==> config.mk <==
export PLATFORM = sky130hd
export DESIGN_NAME = fpu_mult_sequencer_flat
export DESIGN_NICKNAME = d
export VERILOG_FILES = /design/src/rtl/fpu_mult_sequencer_if.sv /design/src/rtl/fpu_mult_sequencer.sv /design/src/flat_wrapper.sv
export SDC_FILE = /design/constraint.sdc
export NUM_CORES = 1
export LEC_CHECK = 0
export CAP_MARGIN = 10
export CORE_ASPECT_RATIO = 1.2
export CORE_MARGIN = 1
export CORE_UTILIZATION = 49
export DETAILED_ROUTE_END_ITERATION = 8
export PLACE_DENSITY = 0.78
export SKIP_CTS_REPAIR_TIMING = 1
export SKIP_LAST_GASP = 1
export SLEW_MARGIN = 10
export SYNTH_ARGS = -nofsm -noshare
export SYNTH_HDL_FRONTEND = slang
export SYNTH_SLANG_ARGS = --single-unit
==> constraint.sdc <==
create_clock -name clk -period 2.1 [get_ports clk]
set_input_delay 0.42 -clock clk [delete_from_list [all_inputs] [get_ports clk]]
set_output_delay 0.42 -clock clk [all_outputs]
set_load 0.1 [all_outputs]
==> src/rtl/fpu_mult_sequencer_if.sv <==
// Byte-stream and multiplier-core signals of the FP multiply sequencer.
// slave = sequencer side, master = pins/core side.
interface fpu_mult_sequencer_if #(
   parameter int OP_W = 32
);
   logic [7:0]      in_data;
   logic            in_valid;
   logic            in_ready;
   logic [OP_W-1:0] mul_a;
   logic [OP_W-1:0] mul_b;
   logic            mul_start;
   logic            mul_done;
   logic [OP_W-1:0] mul_result;
   logic [7:0]      out_data;
   logic            out_valid;
   logic            out_ready;
   logic            busy;
   logic            timeout_err;

   modport slave (
      input  in_data, in_valid, mul_done, mul_result, out_ready,
      output in_ready, mul_a, mul_b, mul_start, out_data, out_valid, busy, timeout_err
   );

   modport master (
      output in_data, in_valid, mul_done, mul_result, out_ready,
      input  in_ready, mul_a, mul_b, mul_start, out_data, out_valid, busy, timeout_err
   );
endinterface

==> src/rtl/fpu_mult_sequencer.sv <==
// Byte-serial operand collector / result streamer around the FP multiplier core.
//
// state    | meaning
// ---------+-----------------------------------------------------------
// S_LOAD   | accept 2*NB operand bytes, A then B, LSB first
// S_ISSUE  | one-cycle mul_start pulse, clear timeout flag and wait counter
// S_WAIT   | wait for mul_done or TIMEOUT cycles, capture result (or NaN)
// S_UNLOAD | stream NB result bytes, LSB first
module fpu_mult_sequencer #(
   parameter int              OP_W    = 32,
   parameter int              TIMEOUT = 64,
   parameter logic [OP_W-1:0] NAN_VAL = 32'h7FC0_0000
) (
   input  logic                 clk,
   input  logic                 rst_n,
   fpu_mult_sequencer_if.slave  bus
);

   localparam int NB = OP_W / 8;
   localparam int CW = $clog2(2 * NB);
   localparam int OW = (NB > 1) ? $clog2(NB) : 1;
   localparam int TW = $clog2(TIMEOUT);

   localparam logic [CW-1:0] LAST_IN   = CW'(2 * NB - 1);
   localparam logic [OW-1:0] LAST_OUT  = OW'(NB - 1);
   localparam logic [TW-1:0] WAIT_LAST = TW'(TIMEOUT - 1);

   typedef enum logic [1:0] {
      S_LOAD   = 2'd0,
      S_ISSUE  = 2'd1,
      S_WAIT   = 2'd2,
      S_UNLOAD = 2'd3
   } state_e;

   state_e          state_q,  state_d;
   logic [CW-1:0]   cnt_q,    cnt_d;
   logic [OW-1:0]   obyte_q,  obyte_d;
   logic [TW-1:0]   wait_q,   wait_d;
   logic [OP_W-1:0] mul_a_q,  mul_a_d;
   logic [OP_W-1:0] mul_b_q,  mul_b_d;
   logic [OP_W-1:0] result_q, result_d;
   logic            terr_q,   terr_d;

   logic in_xfer;
   logic out_xfer;

   assign in_xfer  = (state_q == S_LOAD)   && bus.in_valid;
   assign out_xfer = (state_q == S_UNLOAD) && bus.out_ready;

   always_ff @(posedge clk) begin
      if (!rst_n) begin
         state_q  <= S_LOAD;
         cnt_q    <= '0;
         obyte_q  <= '0;
         wait_q   <= '0;
         mul_a_q  <= '0;
         mul_b_q  <= '0;
         result_q <= '0;
         terr_q   <= 1'b0;
      end else begin
         state_q  <= state_d;
         cnt_q    <= cnt_d;
         obyte_q  <= obyte_d;
         wait_q   <= wait_d;
         mul_a_q  <= mul_a_d;
         mul_b_q  <= mul_b_d;
         result_q <= result_d;
         terr_q   <= terr_d;
      end
   end

   always_comb begin
      state_d  = state_q;
      cnt_d    = cnt_q;
      obyte_d  = obyte_q;
      wait_d   = wait_q;
      mul_a_d  = mul_a_q;
      mul_b_d  = mul_b_q;
      result_d = result_q;
      terr_d   = terr_q;

      unique case (state_q)
         S_LOAD: begin
            if (in_xfer) begin
               for (int i = 0; i < NB; i++) begin
                  if (cnt_q == CW'(i))      mul_a_d[8*i +: 8] = bus.in_data;
                  if (cnt_q == CW'(NB + i)) mul_b_d[8*i +: 8] = bus.in_data;
               end
               if (cnt_q == LAST_IN) begin
                  cnt_d   = '0;
                  state_d = S_ISSUE;
               end else begin
                  cnt_d = cnt_q + 1'b1;
               end
            end
         end
         S_ISSUE: begin
            terr_d  = 1'b0;
            wait_d  = '0;
            state_d = S_WAIT;
         end
         S_WAIT: begin
            wait_d = wait_q + 1'b1;
            // A real result beats the timeout when both land in the same cycle.
            if (bus.mul_done) begin
               result_d = bus.mul_result;
               state_d  = S_UNLOAD;
            end else if (wait_q == WAIT_LAST) begin
               result_d = NAN_VAL;
               terr_d   = 1'b1;
               state_d  = S_UNLOAD;
            end
         end
         S_UNLOAD: begin
            if (out_xfer) begin
               if (obyte_q == LAST_OUT) begin
                  obyte_d = '0;
                  state_d = S_LOAD;
               end else begin
                  obyte_d = obyte_q + 1'b1;
               end
            end
         end
         default: state_d = S_LOAD;
      endcase
   end

   always_comb begin
      bus.in_ready    = (state_q == S_LOAD);
      bus.mul_start   = (state_q == S_ISSUE);
      bus.out_valid   = (state_q == S_UNLOAD);
      bus.busy        = !((state_q == S_LOAD) && (cnt_q == '0));
      bus.timeout_err = terr_q;
      bus.mul_a       = mul_a_q;
      bus.mul_b       = mul_b_q;
      bus.out_data    = '0;
      for (int i = 0; i < NB; i++) begin
         if (obyte_q == OW'(i)) bus.out_data = result_q[8*i +: 8];
      end
   end

endmodule

==> src/flat_wrapper.sv <==
// flat-port wrapper written by rule: the top's interface ports become plain ports
module fpu_mult_sequencer_flat 
#(
   parameter int              OP_W    = 32,
   parameter int              TIMEOUT = 64,
   parameter logic [OP_W-1:0] NAN_VAL = 32'h7FC0_0000
)
  (clk, rst_n, bus_in_data, bus_in_valid, bus_mul_done, bus_mul_result, bus_out_ready, bus_in_ready, bus_mul_a, bus_mul_b, bus_mul_start, bus_out_data, bus_out_valid, bus_busy, bus_timeout_err);
  fpu_mult_sequencer_if #(.OP_W(OP_W)) bus_i ();
  input  logic clk;
  input  logic rst_n;
  input wire logic [$bits(bus_i.in_data)-1:0] bus_in_data;
  input wire logic [$bits(bus_i.in_valid)-1:0] bus_in_valid;
  input wire logic [$bits(bus_i.mul_done)-1:0] bus_mul_done;
  input wire logic [$bits(bus_i.mul_result)-1:0] bus_mul_result;
  input wire logic [$bits(bus_i.out_ready)-1:0] bus_out_ready;
  output wire logic [$bits(bus_i.in_ready)-1:0] bus_in_ready;
  output wire logic [$bits(bus_i.mul_a)-1:0] bus_mul_a;
  output wire logic [$bits(bus_i.mul_b)-1:0] bus_mul_b;
  output wire logic [$bits(bus_i.mul_start)-1:0] bus_mul_start;
  output wire logic [$bits(bus_i.out_data)-1:0] bus_out_data;
  output wire logic [$bits(bus_i.out_valid)-1:0] bus_out_valid;
  output wire logic [$bits(bus_i.busy)-1:0] bus_busy;
  output wire logic [$bits(bus_i.timeout_err)-1:0] bus_timeout_err;
  assign bus_i.in_data = bus_in_data;
  assign bus_i.in_valid = bus_in_valid;
  assign bus_i.mul_done = bus_mul_done;
  assign bus_i.mul_result = bus_mul_result;
  assign bus_i.out_ready = bus_out_ready;
  assign bus_in_ready = bus_i.in_ready;
  assign bus_mul_a = bus_i.mul_a;
  assign bus_mul_b = bus_i.mul_b;
  assign bus_mul_start = bus_i.mul_start;
  assign bus_out_data = bus_i.out_data;
  assign bus_out_valid = bus_i.out_valid;
  assign bus_busy = bus_i.busy;
  assign bus_timeout_err = bus_i.timeout_err;
  fpu_mult_sequencer #(.OP_W(OP_W), .TIMEOUT(TIMEOUT), .NAN_VAL(NAN_VAL)) u_core (.clk(clk), .rst_n(rst_n), .bus(bus_i));
endmodule
==> metrics.txt <==
CP startpoint kind register; pre-CTS WS 0.217 ns; GP Congestion 0.854; ANT cells 0; Global Route Usage Sum 0.235; core region area 9660 um^2; worst-margin pin slew 0.490 ns; CP delay by family, top compound AO/OA/AOI/OAI gates; pin count of the biggest net entering global routing 33; vias in the first global route 4062; vias per cell 5.21; relative slew slack 0.673; clock sinks 110; CP Class reg2out; Final #Nets 751; crit path time final 2.15 ns; clock slew at reported path FFs 0.07 ns; post-route setup slack -0.0450 ns; worst min path class reg2reg; Post-Layout Inst Area 6550 um^2; via count 4262; Min Hold Slack 0.457 ns; initial antenna violation count 0; Syn Nets 650; CP max stage cell dfxtp_4; Max Fclk 466 MHz; die footprint 10500 um^2; Die Y-Extent 112 um; number of buffers created by CTS 9; Area Overhead vs Synth 32.6%; Root Driver clkbuf_16; Post-Synthesis Cell Area 4940 um^2; status complete, but fails checks; crit-path max FO 9; final worst-path cycle share 1.02; htree depth 3; fin cells 818; data arrival time of the critical path 1.73 ns; CTS tree yes; port bufs 121; VDD IR max 579 uV; setup_tns -0.112 ns; placed insts 800; total gr overflow 0; Seq/Total Area, Yosys 0.446; Final Setup Violations 5; FP Rows 39; Post-DRT Antenna Nets 0; Final Skew 0.00655 ns; initial core utilization 0.511; crit-path cells inv_4, ha_4, buf_6, nand2_1, a21oi_1, a21oi_2, o21ai_4, buf_12; maxcap violations 0; RSZ-0062 raised after global routing true; Core Util, Final 0.678; overall power 4.82 mW; DP HPWL 8.75 mm; drt total wl 12.1 mm; fraction of layout cells with a size suffix above 1 0.206; post-synthesis cell type count 37; Pleak 2.47 nW; pwr dens 736 nW/um^2; failing checks negative setup slack; max incr delay on CP 0.36 ns; Mapped Cells 590; wire per inst 14.8 um; I/O Pins 122; Hold Vio Cnt, Final 0; Die Wd 93.6 um; nature of the critical path endpoint primary output; Clock Latency Late Sink 0.35 ns; Max Slew Vio Count 0; global-route wire length before repair 19.4 mm; DRC 0; number of synthesized register bits 110; Max clock buf depth 2; DRT Pass-1 Iters 4; critical path data required time 1.68 ns; Iter 0 DRT Violations 147; Ys Warns 0; DP Area 6190 um^2; syn avg cell area 8.37 um^2; Critical path buffers and inverters 3
synthesized netlist by cell type, drive strengths merged:
cell type	instances	area, um^2
a21boi	91	683
a21oi	27	135
a22oi	1	7.51
and2	3	21.3
and3	2	17.5
buf	29	205
clkbuf	15	57.6
dfxtp	110	2200
ha	15	188
inv	9	33.8
mux2i	3	30.0
nand2	173	664
nand2b	2	20.0
nand3	44	230
nand3b	9	67.6
nand4	7	58.8
nor2	19	125
nor2b	3	26.3
nor3	2	10.0
o211a	1	10.0
o21ai	21	109
xor2	4	35.0
per-layer routing:
metal | routed length (um) | global-route usage | vias to the layer above
met5 | 0 | 0 | -
met2 | 6080 | 0.408 | 119
met4 | 178 | 0.0790 | 0
met3 | 823 | 0.0642 | 16
met1 | 5000 | 0.276 | 1970
li1 | - | - | 2157
report_power, final:
group	leakage (nW)	total [mW]	switching (mW)	internal (mW)
sequential	0.890	2.18	0.0442	2.14
clock	0.135	1.58	0.751	0.833
combinational	1.44	1.05	0.732	0.318
total	2.47	4.82	1.53	3.29
state kept, by name (all words and copies together), names as in the netlist:
name                    count
u_core.state_q              2
u_core.wait_q               6
u_core.bus.mul_a           32
u_core.cnt_q                3
u_core.bus.mul_b           32
u_core.bus.timeout_err      1
u_core.result_q            32
u_core.obyte_q              2
worst paths after layout:
check                       startpoint              endpoint  slack [ns]  depth (start not counted)
setup / recovery     u_core.obyte_q[1]       bus_out_data[6]       -0.05                          8
hold / removal    u_core.bus.mul_a[22]  u_core.bus.mul_a[22]        0.46                          2
setup reg to reg     u_core.state_q[0]   u_core.result_q[19]        0.29                          6
hold reg to reg   u_core.bus.mul_a[22]  u_core.bus.mul_a[22]        0.46                          2
cells in the final DEF (no fill, tap or decap), drive strengths merged, types with 15 or more instances in the layout:
master / instances
nand2: 173
dfxtp: 110
buf: 91
a21boi: 91
nand3: 44
clkdlybuf4s50: 43
a21oi: 27
o21ai: 21
nor2: 19
ha: 15
cell families after synthesis:
family | share of synthesized area
adder cells (fa/ha/maj) | 0.0380
XOR/XNOR | 0.00710
buffers and inverters | 0.0601
AND/OR/NAND/NOR | 0.251
flip-flops | 0.446
multiplexers | 0.00608
AO/OA/AOI/OAI | 0.191
worst min-delay path: stages (launching register included):
cell	delay, ns
dfxtp_1	0.31
nand2_1	0.05
a21boi_1	0.05
cell type report:
| cell class | instances | area, um^2 |
|---|---|---|
| Fill cell | 779 | 3110 |
| Multi-Input combinational cell | 427 | 2590 |
| Sequential cell | 110 | 2210 |
| Timing Repair Buffer | 134 | 1290 |
| Clock buffer | 10 | 239 |
| Tap cell | 123 | 154 |
| Inverter | 9 | 36.3 |
| Clock inverter | 5 | 35.0 |
(Power assumes the default switching activity.)
